**src/rtl/apb_arb_pkg.sv**
```systemverilog
// Shared types and sizing helpers for the APB master arbiter.
// Latency: none (declarations only).
// Backpressure: none (declarations only).
package apb_arb_pkg;

  // Arbiter FSM state encoding. Kept as plain constants so that older tools can consume it.
  typedef logic [1:0] arb_state_t;
  localparam arb_state_t ST_IDLE   = 2'd0;
  localparam arb_state_t ST_SETUP  = 2'd1;
  localparam arb_state_t ST_ACCESS = 2'd2;

  // Width of a grant index. This is never narrower than one bit.
  function automatic int idx_width(input int n);
    return (n <= 2) ? 1 : $clog2(n);
  endfunction

  // Width of the ACCESS-phase watchdog counter. It must be able to hold t-1.
  function automatic int cnt_width(input int t);
    return (t <= 2) ? 1 : $clog2(t);
  endfunction

endpackage

```
**src/rtl/apb_rr_picker.sv**
```systemverilog
// Round-robin picker: takes the first set request at or after ptr, wrapping modulo NUM_MASTERS.
// Latency: purely combinational.
// Backpressure: none. The caller decides when to act on the result.
module apb_rr_picker
  import apb_arb_pkg::*;
#(
  parameter int NUM_MASTERS = 2,
  parameter int IW          = idx_width(NUM_MASTERS)
) (
  input  logic [NUM_MASTERS-1:0] req,
  input  logic [IW-1:0]          ptr,
  output logic [NUM_MASTERS-1:0] gnt_oh,
  output logic [IW-1:0]          gnt_idx,
  output logic                   gnt_vld
);

  logic [IW:0] k;

  // The scan runs from the farthest offset to the nearest one, so the candidate closest to ptr is written last and wins.
  always_comb begin
    gnt_oh  = '0;
    gnt_idx = '0;
    gnt_vld = 1'b0;
    k       = '0;
    for (int i = NUM_MASTERS - 1; i >= 0; i--) begin
      k = {1'b0, ptr} + (IW+1)'(i);
      if (k >= (IW+1)'(NUM_MASTERS)) begin
        k = k - (IW+1)'(NUM_MASTERS);
      end
      if (req[k[IW-1:0]]) begin
        gnt_vld = 1'b1;
        gnt_idx = k[IW-1:0];
      end
    end
    if (gnt_vld) begin
      gnt_oh[gnt_idx] = 1'b1;
    end
  end

endmodule

```
**src/rtl/apb_master_arbiter.sv**
```systemverilog
// Shares one downstream APB port between NUM_MASTERS upstream requesters (round-robin).
// Latency: grant in IDLE -> SETUP next cycle; at least 3 cycles from psel to pready; one IDLE cycle between transfers.
// Backpressure: losers hold psel until their pready; ACCESS waits on pready_i (watchdog optional via APB_ARB_TIMEOUT_EN).
module apb_master_arbiter
  import apb_arb_pkg::*;
#(
  parameter int NUM_MASTERS    = 2,
  parameter int APB_ADDR_WIDTH = 32,
  parameter int APB_DATA_WIDTH = 32,
  parameter int TIMEOUT_CYCLES = 256
) (
  input  logic                                  clk_i,
  input  logic                                  rst_ni,
  input  logic [NUM_MASTERS-1:0]                m_psel_i,
  input  logic [NUM_MASTERS-1:0]                m_penable_i,
  input  logic [NUM_MASTERS-1:0]                m_pwrite_i,
  input  logic [NUM_MASTERS*APB_ADDR_WIDTH-1:0] m_paddr_i,
  input  logic [NUM_MASTERS*APB_DATA_WIDTH-1:0] m_pwdata_i,
  output logic [APB_DATA_WIDTH-1:0]             m_prdata_o,
  output logic [NUM_MASTERS-1:0]                m_pready_o,
  output logic [NUM_MASTERS-1:0]                m_pslverr_o,
  output logic                                  psel_o,
  output logic                                  penable_o,
  output logic                                  pwrite_o,
  output logic [APB_ADDR_WIDTH-1:0]             paddr_o,
  output logic [APB_DATA_WIDTH-1:0]             pwdata_o,
  input  logic [APB_DATA_WIDTH-1:0]             prdata_i,
  input  logic                                  pready_i,
  input  logic                                  pslverr_i
);

  localparam int IW = idx_width(NUM_MASTERS);

  arb_state_t             state;
  logic [IW-1:0]          grant_idx;
  logic [IW-1:0]          rr_ptr;
  logic [IW-1:0]          ptr_next;
  logic [NUM_MASTERS-1:0] unused_pick_oh;
  logic [IW-1:0]          pick_idx;
  logic                   pick_vld;
  logic                   timeout_hit;
  logic                   to_flag;
  logic                   unused_penable;

  // Upstream penable only matters for protocol. Arbitration uses psel alone.
  assign unused_penable = ^m_penable_i;

  apb_rr_picker #(
    .NUM_MASTERS (NUM_MASTERS),
    .IW          (IW)
  ) u_picker (
    .req     (m_psel_i),
    .ptr     (rr_ptr),
    .gnt_oh  (unused_pick_oh),
    .gnt_idx (pick_idx),
    .gnt_vld (pick_vld)
  );

  assign ptr_next  = (grant_idx == IW'(NUM_MASTERS - 1)) ? '0 : grant_idx + 1'b1;
  assign psel_o    = (state != ST_IDLE);
  assign penable_o = (state == ST_ACCESS);

`ifdef APB_ARB_TIMEOUT_EN
  localparam int CW = cnt_width(TIMEOUT_CYCLES);
  logic [CW-1:0] to_cnt;

  assign timeout_hit = (state == ST_ACCESS) && !pready_i &&
                       (to_cnt == CW'(TIMEOUT_CYCLES - 1));

  // The watchdog counts ACCESS cycles. The flag reports an abort to the winner during the following IDLE cycle.
  always_ff @(posedge clk_i) begin
    if (!rst_ni) begin
      to_cnt  <= '0;
      to_flag <= 1'b0;
    end else begin
      to_flag <= timeout_hit;
      if (state == ST_SETUP) begin
        to_cnt <= '0;
      end else if (state == ST_ACCESS) begin
        to_cnt <= to_cnt + 1'b1;
      end
    end
  end
`else
  localparam int unused_timeout_cycles = TIMEOUT_CYCLES;
  assign timeout_hit = 1'b0;
  assign to_flag     = 1'b0;
`endif

  // Transfer FSM. The winner's command is captured at grant, so upstream changes during the transfer do not reach the slave.
  always_ff @(posedge clk_i) begin
    if (!rst_ni) begin
      state     <= ST_IDLE;
      grant_idx <= '0;
      rr_ptr    <= '0;
      pwrite_o  <= 1'b0;
      paddr_o   <= '0;
      pwdata_o  <= '0;
    end else begin
      case (state)
        ST_IDLE: begin
          if (pick_vld) begin
            grant_idx <= pick_idx;
            pwrite_o  <= m_pwrite_i[pick_idx];
            paddr_o   <= m_paddr_i[int'(pick_idx)*APB_ADDR_WIDTH +: APB_ADDR_WIDTH];
            pwdata_o  <= m_pwdata_i[int'(pick_idx)*APB_DATA_WIDTH +: APB_DATA_WIDTH];
            state     <= ST_SETUP;
          end
        end
        ST_SETUP: state <= ST_ACCESS;
        ST_ACCESS: begin
          if (pready_i || timeout_hit) begin
            state  <= ST_IDLE;
            rr_ptr <= ptr_next;
          end
        end
        default: state <= ST_IDLE;
      endcase
    end
  end

  // The completion goes only to the granted master. A watchdog abort is reported as an error completion.
  always_comb begin
    m_pready_o  = '0;
    m_pslverr_o = '0;
    if ((state == ST_ACCESS) && pready_i) begin
      m_pready_o[grant_idx]  = 1'b1;
      m_pslverr_o[grant_idx] = pslverr_i;
    end else if (to_flag) begin
      m_pready_o[grant_idx]  = 1'b1;
      m_pslverr_o[grant_idx] = 1'b1;
    end
  end

  assign m_prdata_o = prdata_i;

endmodule

```
**config.mk**
```make
export PLATFORM = sky130hd
export DESIGN_NAME = apb_master_arbiter
export DESIGN_NICKNAME = d
export VERILOG_FILES = /design/src/rtl/apb_arb_pkg.sv /design/src/rtl/apb_rr_picker.sv /design/src/rtl/apb_master_arbiter.sv
export SDC_FILE = /design/constraint.sdc
export NUM_CORES = 1
export LEC_CHECK = 0
export BUFFER_PORTS_ARGS = -buffer_cell sky130_fd_sc_hd__buf_2
export CAP_MARGIN = 30
export CORE_UTILIZATION = 38
export CTS_CLUSTER_DIAMETER = 80
export DETAILED_ROUTE_END_ITERATION = 12
export GPL_TIMING_DRIVEN = 0
export PLACE_DENSITY = 0.88
export SETUP_SLACK_MARGIN = 0.02
export SLEW_MARGIN = 10
export SYNTH_ARGS = -nofsm -noshare
export SYNTH_HDL_FRONTEND = slang
export SYNTH_SLANG_ARGS = --single-unit
```
**constraint.sdc**
```tcl
create_clock -name clk_i -period 1.24 [get_ports clk_i]
set_input_delay 0.124 -clock clk_i [delete_from_list [all_inputs] [get_ports clk_i]]
set_output_delay 0.124 -clock clk_i [all_outputs]
set_load 0.02 [all_outputs]
```
After elaboration in Yosys (flattened, before gate mapping)

Cells that the tools add are included.

Register bits: 69
Bits of input ports: 170

Add/subtract/negate cells: 4
Order comparisons: 7
Eq/ne operators: 4
Shifts and indexed selects: 2
Multiplexer cells: 20
Bitwise operators: 1
Reduce and logical (&&, ||, !) cells: 7

Operators by type and width:

| operator              | count |
|---|---|
| $shiftx A64 B7 Y32    | 2 |
| $mux W1               | 14 |
| $lt A1 B2 Y1 const B  | 4 |
| $mux W2               | 4 |
| $pmux W2 S3           | 1 |
| $reduce_and A2 Y1     | 3 |
| $add A1 B1 Y2 const B | 1 |
| $and A2 B2 Y2         | 1 |
| $eq A2 B1 Y1 const B  | 1 |
| $eq A2 B2 Y1 const B  | 1 |
| $ge A1 B2 Y1 const B  | 1 |
| $ge A2 B2 Y1 const B  | 1 |
| $logic_and A1 B1 Y1   | 2 |
| $logic_not A2 Y1      | 1 |
| $ne A2 B1 Y1 const B  | 1 |
| $ne A2 B2 Y1 const B  | 1 |
| $reduce_bool A2 Y1    | 1 |
| $sub A1 B1 Y1 const B | 2 |
| $add A1 B1 Y1 const B | 1 |
| $demux W1 S1          | 1 |
| $ge A1 B1 Y1 const B  | 1 |

Longest topological paths before layout

Gate-level depths: netlist (run 1).

Depth after elaboration: 9
Depth in mapped cells: 6
Mapped depth without buffers: 4

By module

Synthesis (run 1) repeated with hierarchy kept, for this count alone.

Cell total of the unflattened synthesis: 350
Area, all modules: 3291.9 um^2

Modules (own cells, without submodules):

| module             | times used | cells each | area an instance (um^2) |
|---|---|---|---|
| apb_master_arbiter | 1          | 345        | 3259.4 |
| apb_rr_picker      | 1          | 5          | 32.5 |

Worst setup path before layout (run 1)

Ideal clock, no wire load.

Path type: reg2out
Start point: register state[1]
End point: output port m_pslverr_o[1]
Arrival time: 1.461 ns
Slack: -0.345 ns
Stages on the path, launching flop included: 4
Path through: dfxtp_1 -> nor2b_1 -> and3_1 -> and2_1

Longest elaborated chain between the ends: 3

Ends and longest elaborated chain:

| item                   | RTL line                  | RTL |
|---|---|---|
| from (decl)            | apb_master_arbiter.sv:34  | `arb_state_t state;` |
| from (signal assigned) | apb_master_arbiter.sv:93  | `state <= ST_IDLE;` |
| from (signal assigned) | apb_master_arbiter.sv:107 | `state <= ST_SETUP;` |
| from (signal assigned) | apb_master_arbiter.sv:110 | `ST_SETUP: state <= ST_ACCESS;` |
| $eq A2 B2 Y1           | n/a                       |  |
| named net penable_o    | apb_master_arbiter.sv:23  | `output logic penable_o,` |
| $logic_and A1 B1 Y1    | apb_master_arbiter.sv:126 | `if ((state == ST_ACCESS) && pready_i) begin` |
| $mux W2                | apb_master_arbiter.sv:126 |  |
| to (decl)              | apb_master_arbiter.sv:21  | `output logic [NUM_MASTERS-1:0] m_pslverr_o,` |

The timed path passes the listed nets, and every way through them passes these cells.

Final worst setup path (run 1)

Start point: register rr_ptr
End point: register paddr_o[20]

Longest elaborated chain between the ends: 8

Ends and longest elaborated chain:

| item                                                    | RTL line                                 | RTL |
|---|---|---|
| from (decl)                                             | apb_master_arbiter.sv:36                 | `logic [IW-1:0] rr_ptr;` |
| from (signal assigned)                                  | apb_master_arbiter.sv:114                | `rr_ptr <= ptr_next;` |
| $add A1 B1 Y2                                           | apb_rr_picker.sv:26                      | `k = {1'b0, ptr} + (IW+1)'(i);` |
| $ge A2 B2 Y1 or $sub A1 B1 Y1 (tied branches)           | apb_rr_picker.sv:27, apb_rr_picker.sv:28 |  |
| $mux W1                                                 | apb_rr_picker.sv:27                      | `if (k >= (IW+1)'(NUM_MASTERS)) begin` |
| $mux W1 (not written as such) (2 in series)             | apb_rr_picker.sv:30                      | `if (req[k[IW-1:0]]) begin` |
| $mux W1 (2 in series)                                   | apb_rr_picker.sv:30                      |  |
| $shiftx A64 B7 Y32 or $reduce_and A2 Y1 (tied branches) | n/a                                      |  |
| to (signal assigned)                                    | apb_master_arbiter.sv:105                | `paddr_o <= m_paddr_i[int'(pick_idx)*APB_ADDR_WIDTH +: APB_ADDR_WIDTH];` |
| to (decl)                                               | apb_master_arbiter.sv:25                 | `output logic [APB_ADDR_WIDTH-1:0] paddr_o,` |

Several ways; a longest one is shown, not always the timed one. The select of a mux whose other input is x is not followed.
A chain may end at the register's enable or synchronous reset.

==> impl_metrics.json, run 1 <==
{
  "startpoint_type": "flip-flop",
  "ctsHoldBuffers": 0,
  "ys_seq_elements": 69,
  "yosys_warnings": 0,
  "p_per_area_mw_per_mm2": 1110,
  "pwr-share-seq": 0.382,
  "dp_slack_ns": -0.272,
  "firstDrtPassIters": 4,
  "synth_cell_types": 23,
  "drt-vias-per-instance": 5.43,
  "die-area_mm2": 0.0111,
  "rsz0062_at_grt": "yes",
  "insertion_delay_ns": 0.34,
  "routabilityCongestion": 0.825,
  "cp_max_fo": 10,
  "slowest_stage": "dfxtp_2",
  "antenna_found_initial": 2,
  "worst_slack_ns": -0.203,
  "crit_chain": "nand2b_4 > clkbuf_16 > buf_8 > and3_4 > o311a_1",
  "min_path_type": "in -> reg",
  "ant_nets": 0,
  "grt_pass1_vias": 4312,
  "post_layout_nonfiller_instances": 839,
  "required_ns": 1.46,
  "drt_iter0_markers": 288,
  "drv_cap": 0,
  "avgRoutedWirePerCell_um": 16.9,
  "start_util": 0.393,
  "critPathMaxStageDelay_ns": 0.33,
  "nFillCells": 935,
  "min_period_ns": 1.44,
  "power.internal_w": 0.00455,
  "end_kind": "flip-flop",
  "status": "complete, but fails checks",
  "power.switching_w": 0.00231,
  "tightest_slew_ns": 0.608,
  "multi_input_area_mm2": 0.00237,
  "syn_area_mm2": 0.00407,
  "fp.dieW_um": 106,
  "setup_viol": 70,
  "fmax_mhz": 693,
  "antenna_cells": 0,
  "rows": 37,
  "num_io_pins": 273,
  "clockBufferDepth": 2,
  "ys_seq_area_frac": 0.339,
  "core_mm2": 0.0104,
  "crit_family": "simple AND/OR/NAND/NOR gates",
  "drc_errors": 0,
  "port_buffers": 237,
  "worst-path-buf-inv": 2,
  "p_leak_nw": 3.21,
  "seqCellArea_mm2": 0.00139,
  "power.total_w": 0.00686,
  "numCtsBuffers": 9,
  "synth_area_per_cell_um2": 9.32,
  "finClkSkew_ns": 0.00995,
  "drive_above_1_share": 0.548,
  "post-dp-hpwl_mm": 9.94,
  "cts_sinks": 69,
  "pwr-share-clk": 0.240,
  "ctsHtreeMaxLevel": 3,
  "grt_pass1_wl_mm": 21.2,
  "fin_setup_tns_ns": -11.10,
  "cts_tree": "done",
  "grt_usage": 0.239,
  "crit_type": "reg -> reg",
  "netSwitchingFraction": 0.337,
  "fin_crit_sh": 1.16,
  "comb_power_share": 0.378,
  "max_slew_margin": 0.594,
  "clkTransAtPathRegs_ns": 0.08,
  "cts-root-buf": "clkbuf_8",
  "die_h_um": 106,
  "nNetsFinal": 870,
  "via_count": 4553,
  "grt_max_degree": 11,
  "hold_violations": 0,
  "drv_slew": 0,
  "grt.overflow.total": 0,
  "synthCells": 437,
  "syn_to_final_growth_pct": 51.9,
  "syn_nets": 607,
  "ir_drop_mv": 0.575,
  "cp.arrival_ns": 1.66,
  "wl_mm": 14.2,
  "post-place-cells": 810,
  "violations": "setup timing",
  "post-route-util": 0.597
}
==> stage by stage <==
| stage | hold slack (ns) | instance area (um2) |
|---|---|---|
| global placement | 0.454 | 5480 |
| detailed placement | 0.451 | 5480 |
| global route | 0.138 | 6190 |
| CTS | 0.0852 | 5940 |
| finish | 0.139 | 6190 |
| floorplan | 0.311 | 4130 |
==> power by group through the flow <==
stage / Combinational [W] / Sequential (W) / Clock [W]
final: 0.00259 / 0.00262 / 0.00164
after global routing: 0.00277 / 0.00265 / 0.00177
after CTS: 0.00246 / 0.00262 / 0.00169
after detailed placement: 0.00229 / 0.00267 / 0
after global placement: 0.00228 / 0.00266 / 0
after floorplan: 0.00118 / 0.00298 / 0
==> placed cells by master, fill, tap and decap left out, types with 2 or more instances in the layout <==
| master | netlist | routed |
|---|---|---|
| dfxtp_4 | 0 | 2 |
| clkbuf_8 | 0 | 12 |
| o311a_1 | 65 | 65 |
| clkbuf_1 | 27 | 21 |
| dfxtp_1 | 69 | 66 |
| buf_6 | 6 | 21 |
| nor2_1 | 4 | 4 |
| clkbuf_16 | 0 | 3 |
| a21boi_2 | 0 | 3 |
| a21boi_1 | 0 | 19 |
| and2_4 | 0 | 2 |
| a21oi_1 | 2 | 2 |
| buf_2 | 17 | 239 |
| o21bai_1 | 65 | 65 |
| and3_4 | 0 | 37 |
| buf_4 | 36 | 48 |
| a21boi_0 | 65 | 42 |
| and3_1 | 66 | 29 |
| buf_8 | 0 | 7 |
| clkinv_2 | 0 | 2 |
==> path summary, 6_finish.rpt <==
| kind | startpoint | endpoint | slack (ns) | cells past startpoint |
|---|---|---|---|---|
| min | pready_i | state[1] | 0.14 | 4 |
| max | rr_ptr | paddr_o[20] | -0.20 | 5 |
| min reg2reg | grant_idx | grant_idx | 0.53 | 2 |
| max reg2reg | rr_ptr | paddr_o[20] | -0.20 | 5 |
==> timing repair <==
item	CTS	global route
pin swaps	10	15
endpoints found under the setup margin	70	71
endpoints found under the hold margin	0	0
resized for setup	76	63
setup buffers	7	6
gates cloned	2	3
==> state kept, by name, indices dropped and copies added, names as in the netlist <==
signal and count:
grant_idx 1, paddr_o 32, pwdata_o 32, pwrite_o 1, rr_ptr 1, state 2
==> layout make-up <==
class / instances / share of cell area
Clock buffer: 12 / 0.0251
Timing Repair Buffer: 253 / 0.228
Inverter: 2 / 0.00162
Tap cell: 136 / 0.0275
Buffer: 87 / 0.109
Sequential cell: 69 / 0.225
Clock inverter: 2 / 0.00162
Multi-Input combinational cell: 278 / 0.383
==> cells by family after synthesis <==
family / Yosys count / share of synthesized area
flops: 69 / 0.339
mux: 1 / 0.00246
simple gates: 78 / 0.120
buf+inv: 90 / 0.133
compound gates: 199 / 0.405
==> synth_stat cells (all sizes together) <==
| library cell | n | share of area |
|---|---|---|
| a21boi | 65 | 0.12 |
| o21ai | 2 | 0.0034 |
| clkbuf | 29 | 0.027 |
| inv | 2 | 0.0018 |
| nand2b | 1 | 0.0034 |
| and3b | 1 | 0.0022 |
| buf | 59 | 0.10 |
| nor2 | 5 | 0.0064 |
| and2 | 2 | 0.0031 |
| mux2i | 1 | 0.0025 |
| a21oi | 2 | 0.0025 |
| nor3 | 1 | 0.0012 |
| dfxtp | 69 | 0.34 |
| nand3 | 1 | 0.0012 |
| o311a | 65 | 0.16 |
| o21bai | 65 | 0.12 |
| nor2b | 1 | 0.0015 |
| and3 | 66 | 0.10 |
==> worst register-to-register path, stage by stage, from the launching register on <==
cell,delay [ns]
dfxtp_2,0.33
nand2b_4,0.21
clkbuf_16,0.20
buf_8,0.14
and3_4,0.17
o311a_1,0.28
==> layer usage <==
layer	up-vias	wire (um)	GRT usage
met2	217	7210	0.431
li1	2166	-	-
met3	19	942	0.0495
met1	2151	5780	0.284
met5	-	0	0
met4	0	240	0.0685
Note: power is estimated with default switching activity, not from simulation.
==> run 2: changes to the inputs <==
--- a/config.mk
+++ b/config.mk
@@ -7,13 +7,15 @@
 export LEC_CHECK = 0
 export BUFFER_PORTS_ARGS = -buffer_cell sky130_fd_sc_hd__buf_2
 export CAP_MARGIN = 30
-export CORE_UTILIZATION = 38
+export CORE_AREA = 2 2 106 108
 export CTS_CLUSTER_DIAMETER = 80
 export DETAILED_ROUTE_END_ITERATION = 12
+export DIE_AREA = 0 0 108 110
 export GPL_TIMING_DRIVEN = 0
-export PLACE_DENSITY = 0.88
+export PLACE_DENSITY = 0.8
 export SETUP_SLACK_MARGIN = 0.02
 export SLEW_MARGIN = 10
 export SYNTH_ARGS = -nofsm -noshare
 export SYNTH_HDL_FRONTEND = slang
+export SYNTH_HIERARCHICAL = 1
 export SYNTH_SLANG_ARGS = --single-unit
==> impl_metrics.json, run 2 <==
{
  "rrSetupSlack_ns": -0.22,
  "avgRoutedWirePerCell_um": 14.1,
  "p_per_area_mw_per_mm2": 1160,
  "r2r-start": "rr_ptr",
  "num_io_pins": 273,
  "die-area_mm2": 0.0119,
  "grt_pass1_vias": 3109,
  "hold_violations": 0,
  "syn_to_final_growth_pct": 66.2,
  "drv_cap": 0,
  "drc_errors": 0,
  "rows": 38,
  "fin_crit_sh": 1.18,
  "cts-root-buf": "clkbuf_8",
  "start_util": 0.306,
  "status": "complete, but fails checks",
  "synth_area_per_cell_um2": 9.42,
  "min_to": "paddr_o[4]",
  "cts_sinks": 69,
  "power.switching_w": 0.00197,
  "grt.overflow.total": 0,
  "pwr-share-clk": 0.278,
  "min_path_type": "in -> reg",
  "power.internal_w": 0.00433,
  "grt_max_degree": 12,
  "rsz0062_at_grt": "yes",
  "reg.largest.list": "paddr_o x32, pwdata_o x32, state x2",
  "grt_usage": 0.157,
  "drt-vias-per-instance": 4.57,
  "cts_tree": "done",
  "syn_area_mm2": 0.00328,
  "required_ns": 1.46,
  "firstDrtPassIters": 4,
  "hold_depth": 3,
  "end_kind": "flip-flop",
  "antenna_cells": 0,
  "drive_above_1_share": 0.574,
  "layout_commonest_cell": "buf_2",
  "syn_nets": 518,
  "drv_slew": 0,
  "rr_worst_depth": 8,
  "ant_nets": 0,
  "antenna_found_initial": 0,
  "nNetsFinal": 794,
  "synthCells": 348,
  "numCtsBuffers": 9,
  "worst_slack_ns": -0.224,
  "via_count": 3514,
  "startpoint_type": "flip-flop",
  "p_leak_nw": 2.67,
  "crit_type": "reg -> reg",
  "max_slew_margin": 0.696,
  "dp_slack_ns": -0.188,
  "tightest_slew_ns": 0.456,
  "post-dp-hpwl_mm": 7.56,
  "fmax_mhz": 683,
  "r2r_end": "pwdata_o[10]",
  "yosys_warnings": 6,
  "power.total_w": 0.00630,
  "finClkSkew_ns": 0.00827,
  "final_cell_mix": "239 x buf_2, 66 x nand2_1, 66 x dfxtp_1",
  "cp_max_fo": 5,
  "routabilityCongestion": 0.751,
  "ctsHtreeMaxLevel": 3,
  "drt_iter0_markers": 106,
  "fp.dieW_um": 108,
  "netSwitchingFraction": 0.313,
  "cp.arrival_ns": 1.68,
  "ir_drop_mv": 0.503,
  "clkTransAtPathRegs_ns": 0.08,
  "die_h_um": 110,
  "holdCritStartpoint": "m_paddr_i[4]",
  "clockBufferDepth": 2,
  "setup_viol": 71,
  "port_buffers": 237,
  "wl_mm": 10.9,
  "core_mm2": 0.0107,
  "violations": "setup timing",
  "grt_pass1_wl_mm": 14.4,
  "insertion_delay_ns": 0.33,
  "comb_power_share": 0.316,
  "pwr-share-seq": 0.406,
  "min_period_ns": 1.46
}
==> run 2: stage by stage <==
step	std cells	util	cell area (um2)	hold slack (ns)	TNS, ns
floorplan	348	-	3310	0.283	0
global placement	725	0.437	4670	0.384	-8.64
detailed placement	725	0.437	4670	0.393	-8.70
CTS	751	0.474	5070	0.0225	-5.71
global route	769	0.509	5450	0.0257	-12.82
finish	769	0.509	5450	0.0454	-9.59
==> run 2: worst max-delay path by stage <==
stage,from,endpoint,cells after the start
after floorplan,rr_ptr,paddr_o[16],7
after global placement,rr_ptr,pwdata_o[23],7
after detailed placement,rr_ptr,pwdata_o[2],7
after CTS,state[0],m_pslverr_o[1],3
after global routing,rr_ptr,pwdata_o[10],8
final,rr_ptr,pwdata_o[10],8
==> run 2: layout make-up <==
type | count | area (um2)
Buffer | 62 | 536
Clock buffer | 12 | 135
Clock inverter | 4 | 48.8
Fill cell | 1024 | 5250
Inverter | 4 | 15.0
Multi-Input combinational cell | 213 | 1540
Sequential cell | 69 | 1390
Tap cell | 140 | 175
Timing Repair Buffer | 265 | 1610
==> run 2: power by group through the flow <==
stage	clock network, W	logic, W	registers, W
6_report	0.00175	0.00199	0.00255
5_1_grt	0.00191	0.00212	0.00258
4_1_cts	0.00183	0.00182	0.00255
3_5_place_dp	0	0.00172	0.00260
3_3_place_gp	0	0.00170	0.00260
2_1_floorplan	0	0.000797	0.00288
==> run 2: what timing repair did <==
action | in CTS | in global routing
pin swaps | 14 | 12
setup buffers | 8 | 16
endpoints found under the setup margin | 73 | 72
gates resized for setup | 32 | 39
cloned | 2 | 4
hold buffers | 0 | 0
==> run 2: per-layer routing <==
layer / wire [um] / global-route usage / vias up
met3: 804 / 0.0447 / 14
met1: 4220 / 0.181 / 1581
met4: 130 / 0.0577 / 0
met2: 5700 / 0.278 / 159
met5: 0 / 0 / -
li1: - / - / 1760
==> run 2: worst max-delay path: stages (launching register included) <==
cell and delay [ns]:
dfxtp_2 0.34, inv_2 0.04, a21boi_2 0.14, buf_6 0.13, buf_12 0.13, buf_12 0.12, clkbuf_16 0.14, mux2i_1 0.22
o22ai_1 0.09
==> run 3: changes to the inputs <==
--- a/config.mk
+++ b/config.mk
@@ -7,12 +7,12 @@
 export LEC_CHECK = 0
 export BUFFER_PORTS_ARGS = -buffer_cell sky130_fd_sc_hd__buf_2
 export CAP_MARGIN = 30
-export CORE_AREA = 2 2 106 108
-export CTS_CLUSTER_DIAMETER = 80
+export CORE_AREA = 2 2 107 109
+export CTS_CLUSTER_DIAMETER = 40
 export DETAILED_ROUTE_END_ITERATION = 12
-export DIE_AREA = 0 0 108 110
+export DIE_AREA = 0 0 109 111
 export GPL_TIMING_DRIVEN = 0
-export PLACE_DENSITY = 0.8
+export PLACE_DENSITY = 0.76
 export SETUP_SLACK_MARGIN = 0.02
 export SLEW_MARGIN = 10
 export SYNTH_ARGS = -nofsm -noshare
==> constraint.sdc (replaced) <==
create_clock -name clk_i -period 1.4 [get_ports clk_i]
set_input_delay 0.14 -clock clk_i [delete_from_list [all_inputs] [get_ports clk_i]]
set_output_delay 0.14 -clock clk_i [all_outputs]
set_load 0.02 [all_outputs]
==> impl_metrics.json, run 3 (same netlist as run 2, synthesis figures left out) <==
{
  "p_leak_nw": 2.59,
  "grt_pass1_wl_mm": 15.1,
  "clkTransAtPathRegs_ns": 0.06,
  "cp.arrival_ns": 1.62,
  "wl_mm": 10.2,
  "routabilityCongestion": 0.762,
  "max_slew_margin": 0.696,
  "firstDrtPassIters": 4,
  "rr_worst_depth": 7,
  "port_buffers": 237,
  "status": "complete, but fails checks",
  "cp_max_fo": 8,
  "post-dp-hpwl_mm": 7.50,
  "avgRoutedWirePerCell_um": 13.5,
  "tightest_slew_ns": 0.456,
  "hold-worst-slack_ns": 0.0751,
  "worst-path-buf-inv": 4,
  "hold_violations": 0,
  "pwr-share-clk": 0.377,
  "grt_max_degree": 13,
  "crit_family": "buffers and inverters",
  "min_period_ns": 1.41,
  "grt_pass1_vias": 3156,
  "dp_slack_ns": -0.217,
  "crit_type": "reg -> reg",
  "required_ns": 1.61,
  "drive_above_1_share": 0.558,
  "rsz0062_at_grt": "yes",
  "fp.dieW_um": 109,
  "reg.largest.list": "paddr_o x32, pwdata_o x32, state x2",
  "cts_sinks": 69,
  "startpoint_type": "flip-flop",
  "p_per_area_mw_per_mm2": 1180,
  "finClkSkew_ns": 0.0109,
  "drc_errors": 0,
  "layout_commonest_cell": "buf_2",
  "pwr-share-seq": 0.362,
  "post-route-util": 0.479,
  "antenna_found_initial": 0,
  "start_util": 0.296,
  "syn_to_final_growth_pct": 61.8,
  "crit_chain": "inv_2 > a21boi_2 > buf_6 > buf_12 > clkbuf_16 > mux2i_1 > o22ai_1",
  "netSwitchingFraction": 0.297,
  "ctsHtreeMaxLevel": 3,
  "rows": 39,
  "numCtsBuffers": 9,
  "fin_setup_tns_ns": -0.0419,
  "cts_tree": "done",
  "path_depth": 7,
  "ir_drop_mv": 0.644,
  "nNetsFinal": 778,
  "die-area_mm2": 0.0121,
  "via_count": 3378,
  "drt_iter0_markers": 65,
  "drv_slew": 0,
  "num_io_pins": 273,
  "critPathMaxStageDelay_ns": 0.33,
  "ctsHoldBuffers": 0,
  "drv_cap": 0,
  "insertion_delay_ns": 0.32,
  "hold_depth": 3,
  "core_mm2": 0.0111,
  "clockBufferDepth": 2,
  "grt_usage": 0.159,
  "worst_slack_ns": -0.00923,
  "fmax_mhz": 710,
  "setup_viol": 8,
  "drt-vias-per-instance": 4.47,
  "antenna_cells": 0,
  "end_kind": "flip-flop",
  "slowest_stage": "dfxtp_2",
  "power.internal_w": 0.00441,
  "grt.overflow.total": 0,
  "ant_nets": 0,
  "comb_power_share": 0.262,
  "die_h_um": 111,
  "power.switching_w": 0.00186,
  "cts-root-buf": "clkbuf_16",
  "fin_crit_sh": 1.01,
  "final_cell_mix": "243 x buf_2, 67 x nand2_1, 65 x o22ai_1, 65 x dfxtp_1, 56 x mux2i_1",
  "violations": "setup timing",
  "min_path_type": "in -> reg"
}
==> run 3: changes by cell type in the layout (fill, tap and decap cells not counted), moves of 4 or more <==
cell,previous run,this run
buf_2,239,243
clkbuf_8,9,2
clkbuf_16,4,10
buf_6,18,11
buf_4,49,40
==> run 3: path summary, 6_finish.rpt <==
kind | startpoint | slack, ns | endpoint
min | m_paddr_i[18] | 0.08 | paddr_o[18]
max | rr_ptr | -0.009 | pwdata_o[0]
max reg2reg | rr_ptr | -0.009 | pwdata_o[0]
min reg2reg | rr_ptr | 0.46 | rr_ptr
==> run 3: power by group through the flow <==
stage	Combinational [W]	Sequential, W	Clock, W
after global placement	0.00149	0.00230	0
final	0.00164	0.00227	0.00236
after detailed placement	0.00150	0.00231	0
after floorplan	0.000689	0.00255	0
after global routing	0.00177	0.00229	0.00250
after CTS	0.00161	0.00227	0.00242
==> run 3: final cells by class <==
class,instances,area [um2]
Buffer,62,515
Clock buffer,12,256
Clock inverter,4,55.1
Fill cell,1090,5770
Inverter,4,15.0
Multi-Input combinational cell,213,1510
Sequential cell,69,1390
Tap cell,143,179
Timing Repair Buffer,249,1380
==> run 3: through the flow <==
step | std cells | power (W) | area (um2)
after floorplan | 348 | 0.00324 | 3280
after global placement | 728 | 0.00380 | 4640
after CTS | 755 | 0.00629 | 5200
after detailed placement | 728 | 0.00381 | 4640
final | 756 | 0.00627 | 5300
after global routing | 756 | 0.00655 | 5300
==> run 3: repair_timing <==
item	4_1_cts	5_1_grt
gates resized for setup	28	24
cloned	3	1
hold endpoints to repair	0	0
setup buffers	8	1
pin swaps	28	19
setup endpoints to repair	63	67
==> run 3: metal layers <==
metal / vias up / wire (um) / GRT usage
li1: 1731 / - / -
met1: 1448 / 4130 / 0.183
met2: 181 / 4860 / 0.278
met3: 18 / 990 / 0.0511
met4: 0 / 193 / 0.0436
met5: - / 0 / 0
==> run 3: worst register-to-register path, cell delays in order (launching register included) <==
cell and delay [ns]:
dfxtp_2 0.33, inv_2 0.04, a21boi_2 0.16, buf_6 0.14, buf_12 0.16, clkbuf_16 0.19
mux2i_1 0.20, o22ai_1 0.08
